[src/rtl/done_flag_arbiter.sv]
// rtl/done_flag_arbiter.sv - round-robin done-flag writer and clear sweeper for SRAM port 2
//
// Ports:
//   clk, reset        single clock, synchronous active-high reset
//   clear_start       one-cycle pulse requesting a zero sweep of every entry
//   clear_busy        high while the sweep is writing
//   clear_done        one-cycle pulse alongside the last sweep write
//   req               per-unit write request, held until ack
//   req_addr/req_data packed per-unit address/status byte (unit i at slice i)
//   ack               one-hot pulse in the cycle the unit's write is on the bus
//   sram_*            port-2 SRAM strobes, registered; sram_clken tied high
module done_flag_arbiter #(
  parameter int NUM_REQ = 4,
  parameter int ADDR_W  = 9,
  parameter int DATA_W  = 8,
  parameter int DEPTH   = 512   // must equal 2**ADDR_W
) (
  input  logic                      clk,
  input  logic                      reset,
  input  logic                      clear_start,
  output logic                      clear_busy,
  output logic                      clear_done,
  input  logic [NUM_REQ-1:0]        req,
  input  logic [NUM_REQ*ADDR_W-1:0] req_addr,
  input  logic [NUM_REQ*DATA_W-1:0] req_data,
  output logic [NUM_REQ-1:0]        ack,
  output logic [ADDR_W-1:0]         sram_address,
  output logic                      sram_chipselect,
  output logic                      sram_write,
  output logic [DATA_W-1:0]         sram_writedata,
  output logic                      sram_clken
);

  localparam int PTR_W = (NUM_REQ > 1) ? $clog2(NUM_REQ) : 1;

  typedef enum logic [1:0] {
    IDLE  = 2'd0,
    WRITE = 2'd1,
    CLEAR = 2'd2
  } state_t;

  state_t              state, state_next;
  logic [PTR_W-1:0]    ptr, ptr_next;
  logic [PTR_W-1:0]    winner;
  logic                found;
  logic [ADDR_W-1:0]   cnt, cnt_next;

  logic [ADDR_W-1:0]   addr_q, addr_next;
  logic [DATA_W-1:0]   data_q, data_next;
  logic                strobe_q, strobe_next;
  logic [NUM_REQ-1:0]  ack_q, ack_next;
  logic                busy_q, busy_next;
  logic                done_q, done_next;

  logic [ADDR_W-1:0]   unit_addr [NUM_REQ];
  logic [DATA_W-1:0]   unit_data [NUM_REQ];

  for (genvar i = 0; i < NUM_REQ; i++) begin : g_unpack
    assign unit_addr[i] = req_addr[i*ADDR_W +: ADDR_W];
    assign unit_data[i] = req_data[i*DATA_W +: DATA_W];
  end

  // Round-robin search: first set request at or above ptr, wrapping to 0.
  always_comb begin
    int idx;
    found  = 1'b0;
    winner = '0;
    idx    = 0;
    for (int k = 0; k < NUM_REQ; k++) begin
      idx = int'(ptr) + k;
      if (idx >= NUM_REQ) idx = idx - NUM_REQ;
      if (!found && req[PTR_W'(idx)]) begin
        found  = 1'b1;
        winner = PTR_W'(idx);
      end
    end
  end

  // Next-state and next-output logic; outputs are registered from these.
  always_comb begin
    state_next  = state;
    ptr_next    = ptr;
    cnt_next    = cnt;
    addr_next   = '0;
    data_next   = '0;
    strobe_next = 1'b0;
    ack_next    = '0;
    busy_next   = 1'b0;
    done_next   = 1'b0;

    unique case (state)
      IDLE: begin
        if (clear_start) begin
          // Sweep wins over any request pending in the same cycle.
          state_next  = CLEAR;
          cnt_next    = '0;
          strobe_next = 1'b1;
          busy_next   = 1'b1;
          done_next   = (DEPTH == 1);
        end else if (found) begin
          state_next       = WRITE;
          addr_next        = unit_addr[winner];
          data_next        = unit_data[winner];
          strobe_next      = 1'b1;
          ack_next[winner] = 1'b1;
          ptr_next         = (winner == PTR_W'(NUM_REQ - 1)) ? '0 : winner + PTR_W'(1);
        end
      end

      WRITE: begin
        // Mandatory idle gap after every grant; clear_start here is dropped.
        state_next = IDLE;
      end

      CLEAR: begin
        // cnt is the address currently on the bus.
        if (cnt == ADDR_W'(DEPTH - 1)) begin
          state_next = IDLE;
          cnt_next   = '0;
        end else begin
          cnt_next    = cnt + ADDR_W'(1);
          addr_next   = cnt + ADDR_W'(1);
          strobe_next = 1'b1;
          busy_next   = 1'b1;
          done_next   = (cnt + ADDR_W'(1) == ADDR_W'(DEPTH - 1));
        end
      end

      default: state_next = IDLE;
    endcase
  end

  always_ff @(posedge clk) begin
    if (reset) begin
      state    <= IDLE;
      ptr      <= '0;
      cnt      <= '0;
      addr_q   <= '0;
      data_q   <= '0;
      strobe_q <= 1'b0;
      ack_q    <= '0;
      busy_q   <= 1'b0;
      done_q   <= 1'b0;
    end else begin
      state    <= state_next;
      ptr      <= ptr_next;
      cnt      <= cnt_next;
      addr_q   <= addr_next;
      data_q   <= data_next;
      strobe_q <= strobe_next;
      ack_q    <= ack_next;
      busy_q   <= busy_next;
      done_q   <= done_next;
    end
  end

  assign sram_address    = addr_q;
  assign sram_writedata  = data_q;
  assign sram_chipselect = strobe_q;
  assign sram_write      = strobe_q;
  assign ack             = ack_q;
  assign clear_busy      = busy_q;
  assign clear_done      = done_q;
  assign sram_clken      = 1'b1;

endmodule

[config.mk]
export PLATFORM = sky130hd
export DESIGN_NAME = done_flag_arbiter
export DESIGN_NICKNAME = d
export VERILOG_FILES = /design/src/rtl/done_flag_arbiter.sv
export SDC_FILE = /design/constraint.sdc
export NUM_CORES = 1
export LEC_CHECK = 0
export ABC_AREA = 1
export CAP_MARGIN = 40
export CORE_MARGIN = 5
export CORE_UTILIZATION = 40
export DETAILED_ROUTE_END_ITERATION = 16
export MAX_ROUTING_LAYER = met4
export PLACE_DENSITY = 0.75
export SYNTH_ARGS = -nofsm -noshare
export SYNTH_HDL_FRONTEND = slang
export SYNTH_SLANG_ARGS = --single-unit
[constraint.sdc]
create_clock -name clk -period 2.8 [get_ports clk]
set_input_delay 0.56 -clock clk [delete_from_list [all_inputs] [get_ports clk]]
set_output_delay 0.56 -clock clk [all_outputs]
set_load 0.05 [all_outputs]
==> reports/metrics.cfg, run 1 <==
[critical_path]
worstRegToRegCells = 13
cp_data_arrival_time_ns = 2.59
crit_fanout = 25
crit_start = ptr[0]
timing.rr.start = ptr[0]
rr_endpoint = ptr[1]
reg2reg_setup_slack_ns = 0.39
crit_required_ns = 2.98
critPathLaunchType = flip-flop
path_class = flip-flop to flip-flop
endpoint_kind = flip-flop

[grt]
grt_pass1_vias = 2473
track_usage = 0.192
antenna_found_initial = 0
grt_max_degree = 28
grt_overflow = 0
grt_pass1_wl_mm = 11.5

[power]
seq_power_share = 0.219
leakage_nw = 1.59
p_int_w = 0.00157
comb_power_share = 0.614
p_sw_w = 0.00137
netSwitchingFraction = 0.466
max-vdd-ir-drop_v = 0.000378
power_frac_clock = 0.166
finalPower_w = 0.00295
powerDensity_nw_per_um2 = 818

[logic_synthesis]
yosys_register_bits = 37
yosysMostFrequentCell = nand2_1
yosysUniqueCellTypes = 35
synth_ff_type = dfxtp_1
avgSynthCellArea_um2 = 6.89
syn_nets = 439
synthCells = 357
synth_seq_area_share = 0.301
synth_enable_flop_cells = 0
synthDominantCellAreaShare = 0.301
synth_commonest_cells = 80 x nand2_1, 50 x inv_1, 37 x dfxtp_1
ys_warn_count = 0
yosys.area.top_type = dfxtp_1
syn-cell-area_um2 = 2460
synthArstFlopShare = 0
synthTopCellsByArea = dfxtp_1 30%, nand2_1 12%, inv_1 7.6%

[hold_path]
hold_start = cnt[8]
hold_path_end = cnt[8]
hp-class = flip-flop to flip-flop
whs_path_depth = 2

[routing]
wirelength_mm = 7.03
drtAntennaViolNets = 0
drt-initial-drc-count = 125
drc_errors = 0
routedWlPerCell_um = 13.3
dr.pass1.iters = 4
viasPerCell = 4.83
num_vias = 2559

[place]
dp.final_hpwl_mm = 5.63
place_congestion = 0.877
portBuffers = 99

[cells_and_area]
drive_above_1_share = 0.127
nFillCells = 589
areaGrowthSynthToFinish_pct = 46.6
num_antenna_cells = 0
nNetsFinal = 536

[floorplanning]
die-area_um2 = 7810
row_count = 28
die_x_um = 88.4
io_pins = 101
core_um2 = 5960
fp.dieH_um = 88.4
start_util = 0.413

[clocking]
cts_resized = 0
clock_latency_ns = 0.29
clock_path_buffers = 2
cts_setup_buffers = 0
clock_tree.root_cell = clkbuf_8
cts.sinks = 37
cts_made_buffers = 5
path_clk_slew_ns = 0.07
h-tree-depth = 2
cts_tree = done
cts_hold_buf = 0

[sta]
worst-slew-pin-transition_ns = 0.752
min_period_over_period = 0.861
hold_violations = 0
setup_viol = 0
setup-tns-final_ns = 0
max_freq_ghz = 0.415
slew-limit-headroom = 0.499
rsz0062_at_grt = no
fin_worst_skew_ns = 0.00243
drv_slew = 0
finalCriticalPeriod_ns = 2.41

[run]
cap_violations = 0

[outcome]
status = finished, final reports clean

power groups by stage:
stage | combinational (W) | clock [W] | sequential, W
detailed placement | 0.00182 | 0 | 0.000659
CTS | 0.00182 | 0.000504 | 0.000647
global placement | 0.00179 | 0 | 0.000656
finish | 0.00181 | 0.000491 | 0.000646
global route | 0.00201 | 0.000529 | 0.000657
floorplan | 0.00117 | 0 | 0.000873
placed cells by master (no fill, tap or decap), types with 2 or more instances in the layout:
master           count
nand2_2              9
clkbuf_8             6
ha_1                 7
o211ai_2             3
a21oi_2             10
clkdlybuf4s50_1     99
a21oi_1             22
o21ai_0              2
xor2_1               5
dfxtp_1             37
o21ai_1              8
nand3_2              3
inv_2                3
inv_1               50
nor2_1              28
buf_4                5
nand4_1              2
nor3_1               3
nand3_1             32
or2_2                8
o211ai_1             5
nand2_8              2
nand3b_1            12
nand2_1             80
or2_1                3
critical path: stages, from the launching register on:
cell and delay [ns]:
dfxtp_1 0.63, inv_2 0.15, nand2_1 0.11, nand2_2 0.11
nand2_2 0.08, nand2_2 0.06, nor2_4 0.13, nand3_4 0.12
nand2_8 0.09, nand2_8 0.11, inv_4 0.21, ha_1 0.27
o21ai_0 0.16, a21oi_1 0.06
sequential cells by signal, indices dropped and copies added, names as in the netlist, 2 cells and up:
signal          cells
ptr                 2
ack                 4
cnt                 9
sram_address        9
sram_writedata      8
state               2
worst max path at each step:
stage | endpoint | slack (ns) | cells past startpoint
after floorplan | ptr[1] | 0.69 | 14
after global placement | ptr[1] | 0.21 | 13
after detailed placement | ptr[1] | 0.16 | 13
after CTS | ptr[1] | 0.40 | 13
after global routing | ptr[1] | 0.17 | 13
final | ptr[1] | 0.39 | 13
area by class of cell:
cell class / count / area, um^2 / area share
Multi-Input combinational cell: 251 / 1400 / 0.387
Timing Repair Buffer: 105 / 1050 / 0.291
Sequential cell: 37 / 741 / 0.206
Inverter: 54 / 205 / 0.0569
Tap cell: 75 / 93.8 / 0.0260
Clock buffer: 6 / 82.6 / 0.0229
Clock inverter: 2 / 37.5 / 0.0104
layer usage:
metal  up-vias  routed length [um]  global-route usage
met5         -                   0                   -
met4         0                 155              0.0728
met3        16                 445              0.0298
met2        87                3450               0.324
met1      1132                2980               0.231
li1       1324                   -                   -
metrics by stage:
step,std cells,area [um^2],util,worst slack [ns],hold WS (ns)
after CTS,530,3600,0.605,0.401,0.473
final,530,3600,0.605,0.388,0.470
after global routing,530,3600,0.605,0.168,0.495
after global placement,522,3480,0.585,0.215,0.457
after detailed placement,522,3480,0.585,0.164,0.462
after floorplan,357,2460,-,0.691,0.445
cell families after synthesis:
kind of cell	after synthesis	share of synthesized area
and+or+nand+nor	185	0.372
xor gates and xnor gates	5	0.0178
DFF	37	0.301
buffers and inverters	69	0.131
adders and majority gates	7	0.0356
other	1	0.00153
AOI/OAI and AO/OA	53	0.141
No activity file was read; power rests on OpenSTA's default activity.
==> run 2: changes to the inputs <==
CORE_UTILIZATION = 30   (was 40)
PLACE_DENSITY = default   (was 0.75)
==> run 2 against run 1 <==
- worst hold slack better by 0.0024 ns
- die area is 29% higher
- first-iteration DRC count decreased by 44%
- non-clock buffer count is the same
- combinational power hardly changed
- setup slack improved by 0.065 ns
- maximum frequency is 2.8% higher
- routed wire length is 2.6% higher
- via count decreased by 3.2%
- critical path type is now input port to flip-flop
==> reports/metrics.cfg, run 2 (same netlist as run 1, synthesis figures left out) <==
[outcome]
status = finished, final reports clean

[grt]
grt_pass1_wl_mm = 11.4
grt_pass1_vias = 2432
antenna_found_initial = 0
grt_max_degree = 28
track_usage = 0.147
grt_overflow = 0

[routing]
drc_errors = 0
num_vias = 2477
viasPerCell = 4.42
wirelength_mm = 7.21
drt-initial-drc-count = 70
dr.pass1.iters = 4
drtAntennaViolNets = 0
routedWlPerCell_um = 12.9

[critical_path]
critPathLaunchType = input port
reg2reg_setup_slack_ns = 0.48
rr_endpoint = ptr[1]
worstRegToRegCells = 13
endpoint_kind = flip-flop
crit_fanout = 27
path_class = input port to flip-flop
timing.rr.start = ptr[0]
cp_data_arrival_time_ns = 2.52
crit_required_ns = 2.98

[floorplanning]
io_pins = 101
start_util = 0.304
die_x_um = 101
fp.dieH_um = 101
core_um2 = 8090
die-area_um2 = 10100
row_count = 33

[hold_path]
hold_start = cnt[8]
whs_path_depth = 2
hold_path_end = cnt[8]
hp-class = flip-flop to flip-flop

[place]
dp.final_hpwl_mm = 5.70
dp.cells = 552
place_congestion = 0.842
portBuffers = 99
dpl-instance-area_um2 = 3520

[power]
netSwitchingFraction = 0.482
finalPower_w = 0.00284
power_frac_clock = 0.140
seq_power_share = 0.226
p_sw_w = 0.00137
p_int_w = 0.00147
leakage_nw = 1.58
comb_power_share = 0.634
max-vdd-ir-drop_v = 0.000273
powerDensity_nw_per_um2 = 785

[sta]
worst-slew-pin-transition_ns = 0.763
fin_worst_skew_ns = 0.00471
finalCriticalPeriod_ns = 2.35
slew-limit-headroom = 0.491
rsz0062_at_grt = no
setup_viol = 0
max_freq_ghz = 0.426
hold_violations = 0
drv_slew = 0
setup-tns-final_ns = 0
min_period_over_period = 0.838

[clocking]
cts.sinks = 37
cts_resized = 0
clock_tree.root_cell = clkbuf_8
path_clk_slew_ns = 0.08
cts_tree = done
clock_latency_ns = 0.29
cts_made_buffers = 5
cts_hold_buf = 0
clock_path_buffers = 2
cts_setup_buffers = 0
h-tree-depth = 2

[cells_and_area]
design_area_um2 = 3620
drive_above_1_share = 0.127
nNetsFinal = 536
areaGrowthSynthToFinish_pct = 47.1
num_antenna_cells = 0
final_cells = 560
layout_common_cells = 99 x clkdlybuf4s50_1, 80 x nand2_1, 50 x inv_1, 37 x dfxtp_1, 32 x nand3_1
final_common_cell = clkdlybuf4s50_1

[run]
cap_violations = 0

[run 2: power by group through the flow]
stage	Clock, W	Sequential (W)	Combinational, W
3_5_place_dp	0	0.000653	0.00182
6_report	0.000398	0.000641	0.00180
4_1_cts	0.000414	0.000641	0.00182
2_1_floorplan	0	0.000873	0.00117
5_1_grt	0.000439	0.000651	0.00200
3_3_place_gp	0	0.000652	0.00180
[run 2: stage by stage]
stage / hold WS [ns] / worst slack, ns / util
2_1_floorplan: 0.445 / 0.691 / -
3_3_place_gp: 0.459 / 0.185 / 0.435
3_5_place_dp: 0.461 / 0.127 / 0.435
4_1_cts: 0.474 / 0.440 / 0.447
5_1_grt: 0.486 / 0.248 / 0.447
6_report: 0.472 / 0.453 / 0.447
[run 2: worst max-delay path, stage by stage]
cell and delay, ns:
clkdlybuf4s50_1 0.48, inv_1 0.06, nand2_1 0.09, nand3_2 0.08
nand2_2 0.11, nor2_1 0.07, nor2_2 0.19, nand2_8 0.08
nand2_8 0.15, inv_4 0.13, ha_1 0.30, o21ai_0 0.15
a21oi_1 0.05
[run 2: per-layer routing]
metal	routed length, um	vias to the layer above	share of wire	GRT usage
met5	0	-	0	-
met2	3530	67	0.49	0.258
met1	3170	1077	0.44	0.166
li1	-	1322	-	-
met4	125	0	0.017	0.0487
met3	388	11	0.054	0.0298
[run 2: layout make-up]
| cell class | instances | area [um^2] |
|---|---|---|
| multi-input cells | 251 | 1400 |
| repair buffers | 105 | 1050 |
| clock buffers | 6 | 82.6 |
| inverters | 54 | 205 |
| clock inverters | 2 | 13.8 |
| flip-flops and latches | 37 | 741 |
| fillers | 833 | 4480 |
| well taps | 105 | 131 |
[run 2: how the worst max path moves through the flow]
stage                             to  slack (ns)   start
final                         ptr[1]        0.45  req[0]
after global routing      clear_done        0.25  cnt[0]
after CTS                     ptr[1]        0.44  req[3]
after detailed placement      ptr[1]        0.13  req[3]
after global placement        ptr[1]        0.18  req[3]
after floorplan               ptr[1]        0.69  req[3]
==> run 3: changes to the inputs <==
clock period = 2.4 ns   (was 2.8 ns; I/O delays follow)
==> run 3 against run 2 <==
- sequential share of layout area decreased by 0.51 points
- largest power group unchanged
- sequential power increased by 15%
- combinational power increased by 27%
- non-clock buffer count increased by 9
- routed wire length increased by 1.2%
- sequential cell count unchanged
- die area unchanged
==> reports/metrics.cfg, run 3 (same netlist as run 1, synthesis figures left out) <==
[floorplanning]
start_util = 0.304
die-area_um2 = 10100
row_count = 33
die_x_um = 101
io_pins = 101
fp.dieH_um = 101
core_um2 = 8090

[critical_path]
critPathLaunchType = input port
reg2reg_setup_slack_ns = 0.28
rr_endpoint = sram_writedata[7]
crit_required_ns = 2.56
cp_cell_sequence = clkdlybuf4s50_1 -> inv_1 -> nand2_2 -> nand3_2 -> nand2_2 -> nor2_4 -> nand3_4 -> nand2_8 -> nand2_8 -> buf_12 -> or2_2 -> o211ai_1 -> a21oi_1
cp_slowest_cell = clkdlybuf4s50_1
cp_data_arrival_time_ns = 2.28
endpoint_kind = flip-flop
path_class = input port to flip-flop
worstRegToRegCells = 14
path_buf_inv = 3
cp_top_family = simple AND/OR/NAND/NOR gates
slowest_delay_ns = 0.42
crit_fanout = 16
timing.rr.start = ptr[0]

[grt]
antenna_found_initial = 0
grt_max_degree = 21
grt_pass1_vias = 2578
grt_pass1_wl_mm = 12.0
grt_overflow = 0
track_usage = 0.152

[sta]
setup_viol = 0
fin_worst_skew_ns = 0.00302
worst-slew-pin-transition_ns = 0.531
finalCriticalPeriod_ns = 2.12
slew-limit-headroom = 0.645
setup-tns-final_ns = 0
min_period_over_period = 0.884
hold_violations = 0
drv_slew = 0
max_freq_ghz = 0.471
rsz0062_at_grt = no

[clocking]
cts_setup_buffers = 0
clock_tree.root_cell = clkbuf_8
cts_made_buffers = 5
clock_latency_ns = 0.29
cts_tree = done
h-tree-depth = 2
path_clk_slew_ns = 0.08
clock_path_buffers = 2
cts_resized = 0
cts_hold_buf = 0
cts.sinks = 37

[routing]
dr.pass1.iters = 4
drt-initial-drc-count = 91
wirelength_mm = 7.30
routedWlPerCell_um = 12.8
viasPerCell = 4.53
num_vias = 2579
drtAntennaViolNets = 0
drc_errors = 0

[cells_and_area]
fin_util = 0.458
final_common_cell = clkdlybuf4s50_1
nNetsFinal = 545
design_area_um2 = 3710
layout_common_cells = 99 x clkdlybuf4s50_1, 80 x nand2_1, 50 x inv_1, 37 x dfxtp_1, 32 x nand3_1
num_antenna_cells = 0
areaGrowthSynthToFinish_pct = 50.9
drive_above_1_share = 0.144

[run]
cap_violations = 0

[hold_path]
hold_path_end = cnt[8]
hold_start = cnt[8]
hp-class = flip-flop to flip-flop
whs_path_depth = 2

[power]
max-vdd-ir-drop_v = 0.000450
leakage_nw = 1.63
powerDensity_nw_per_um2 = 939

[place]
place_congestion = 0.837
portBuffers = 99
dpl-instance-area_um2 = 3610
dp.final_hpwl_mm = 5.97

[outcome]
status = finished, final reports clean

## run 3: cell count changes in the layout (fill, tap and decap cells not counted)
| cell | before | now |
|---|---|---|
| buf_4 | 5 | 12 |
| buf_12 | 1 | 3 |
## run 3: report_power, final
group / total [W] / switching [W] / leakage [nW] / internal [W]
Clock: 0.000468 / 0.000235 / 0.0512 / 0.000233
Sequential: 0.000738 / 0.0000336 / 0.302 / 0.000704
Combinational: 0.00228 / 0.00136 / 1.28 / 0.000921
## run 3: layout make-up
class                           instances  area (um^2)
Inverter                               54          205
Tap cell                              105          131
Timing Repair Buffer                  114         1140
Clock inverter                          2         13.8
Sequential cell                        37          741
Clock buffer                            6         82.6
Multi-Input combinational cell        251         1400
Fill cell                             859         4380
## run 3: how the worst max path moves through the flow
stage | end | from | depth (start not counted) | slack, ns
finish | sram_writedata[7] | req[1] | 13 | 0.28
detailed placement | sram_writedata[7] | req[1] | 13 | -0.04
global placement | sram_writedata[1] | req[1] | 13 | 0.03
global route | sram_writedata[3] | ptr[0] | 14 | 0.07
CTS | sram_writedata[3] | req[1] | 13 | 0.27
floorplan | ptr[1] | req[3] | 14 | 0.37
## run 3: worst register-to-register path, delay by kind of cell (launching register included)
kind                   cells  cell delay [ns]
buffers and inverters      3             0.45
AND/OR/NAND/NOR            9             1.03
flip-flops                 1             0.35
AO/OA/AOI/OAI              2             0.16
## run 3: per-layer routing
layer	vias up	global-route usage	part of all wire
met4	0	0.0497	0.025
met2	77	0.262	0.49
li1	1342	-	-
met1	1149	0.178	0.43
met3	11	0.0298	0.053
met5	-	-	0
## run 3: stage by stage
step | hold WS [ns] | power [W] | std cells | worst slack, ns
2_1_floorplan | 0.445 | 0.00238 | 357 | 0.371
3_3_place_gp | 0.455 | 0.00303 | 561 | 0.0330
3_5_place_dp | 0.463 | 0.00305 | 561 | -0.0354
4_1_cts | 0.476 | 0.00353 | 569 | 0.274
5_1_grt | 0.490 | 0.00377 | 569 | 0.0708
6_report | 0.473 | 0.00348 | 569 | 0.279
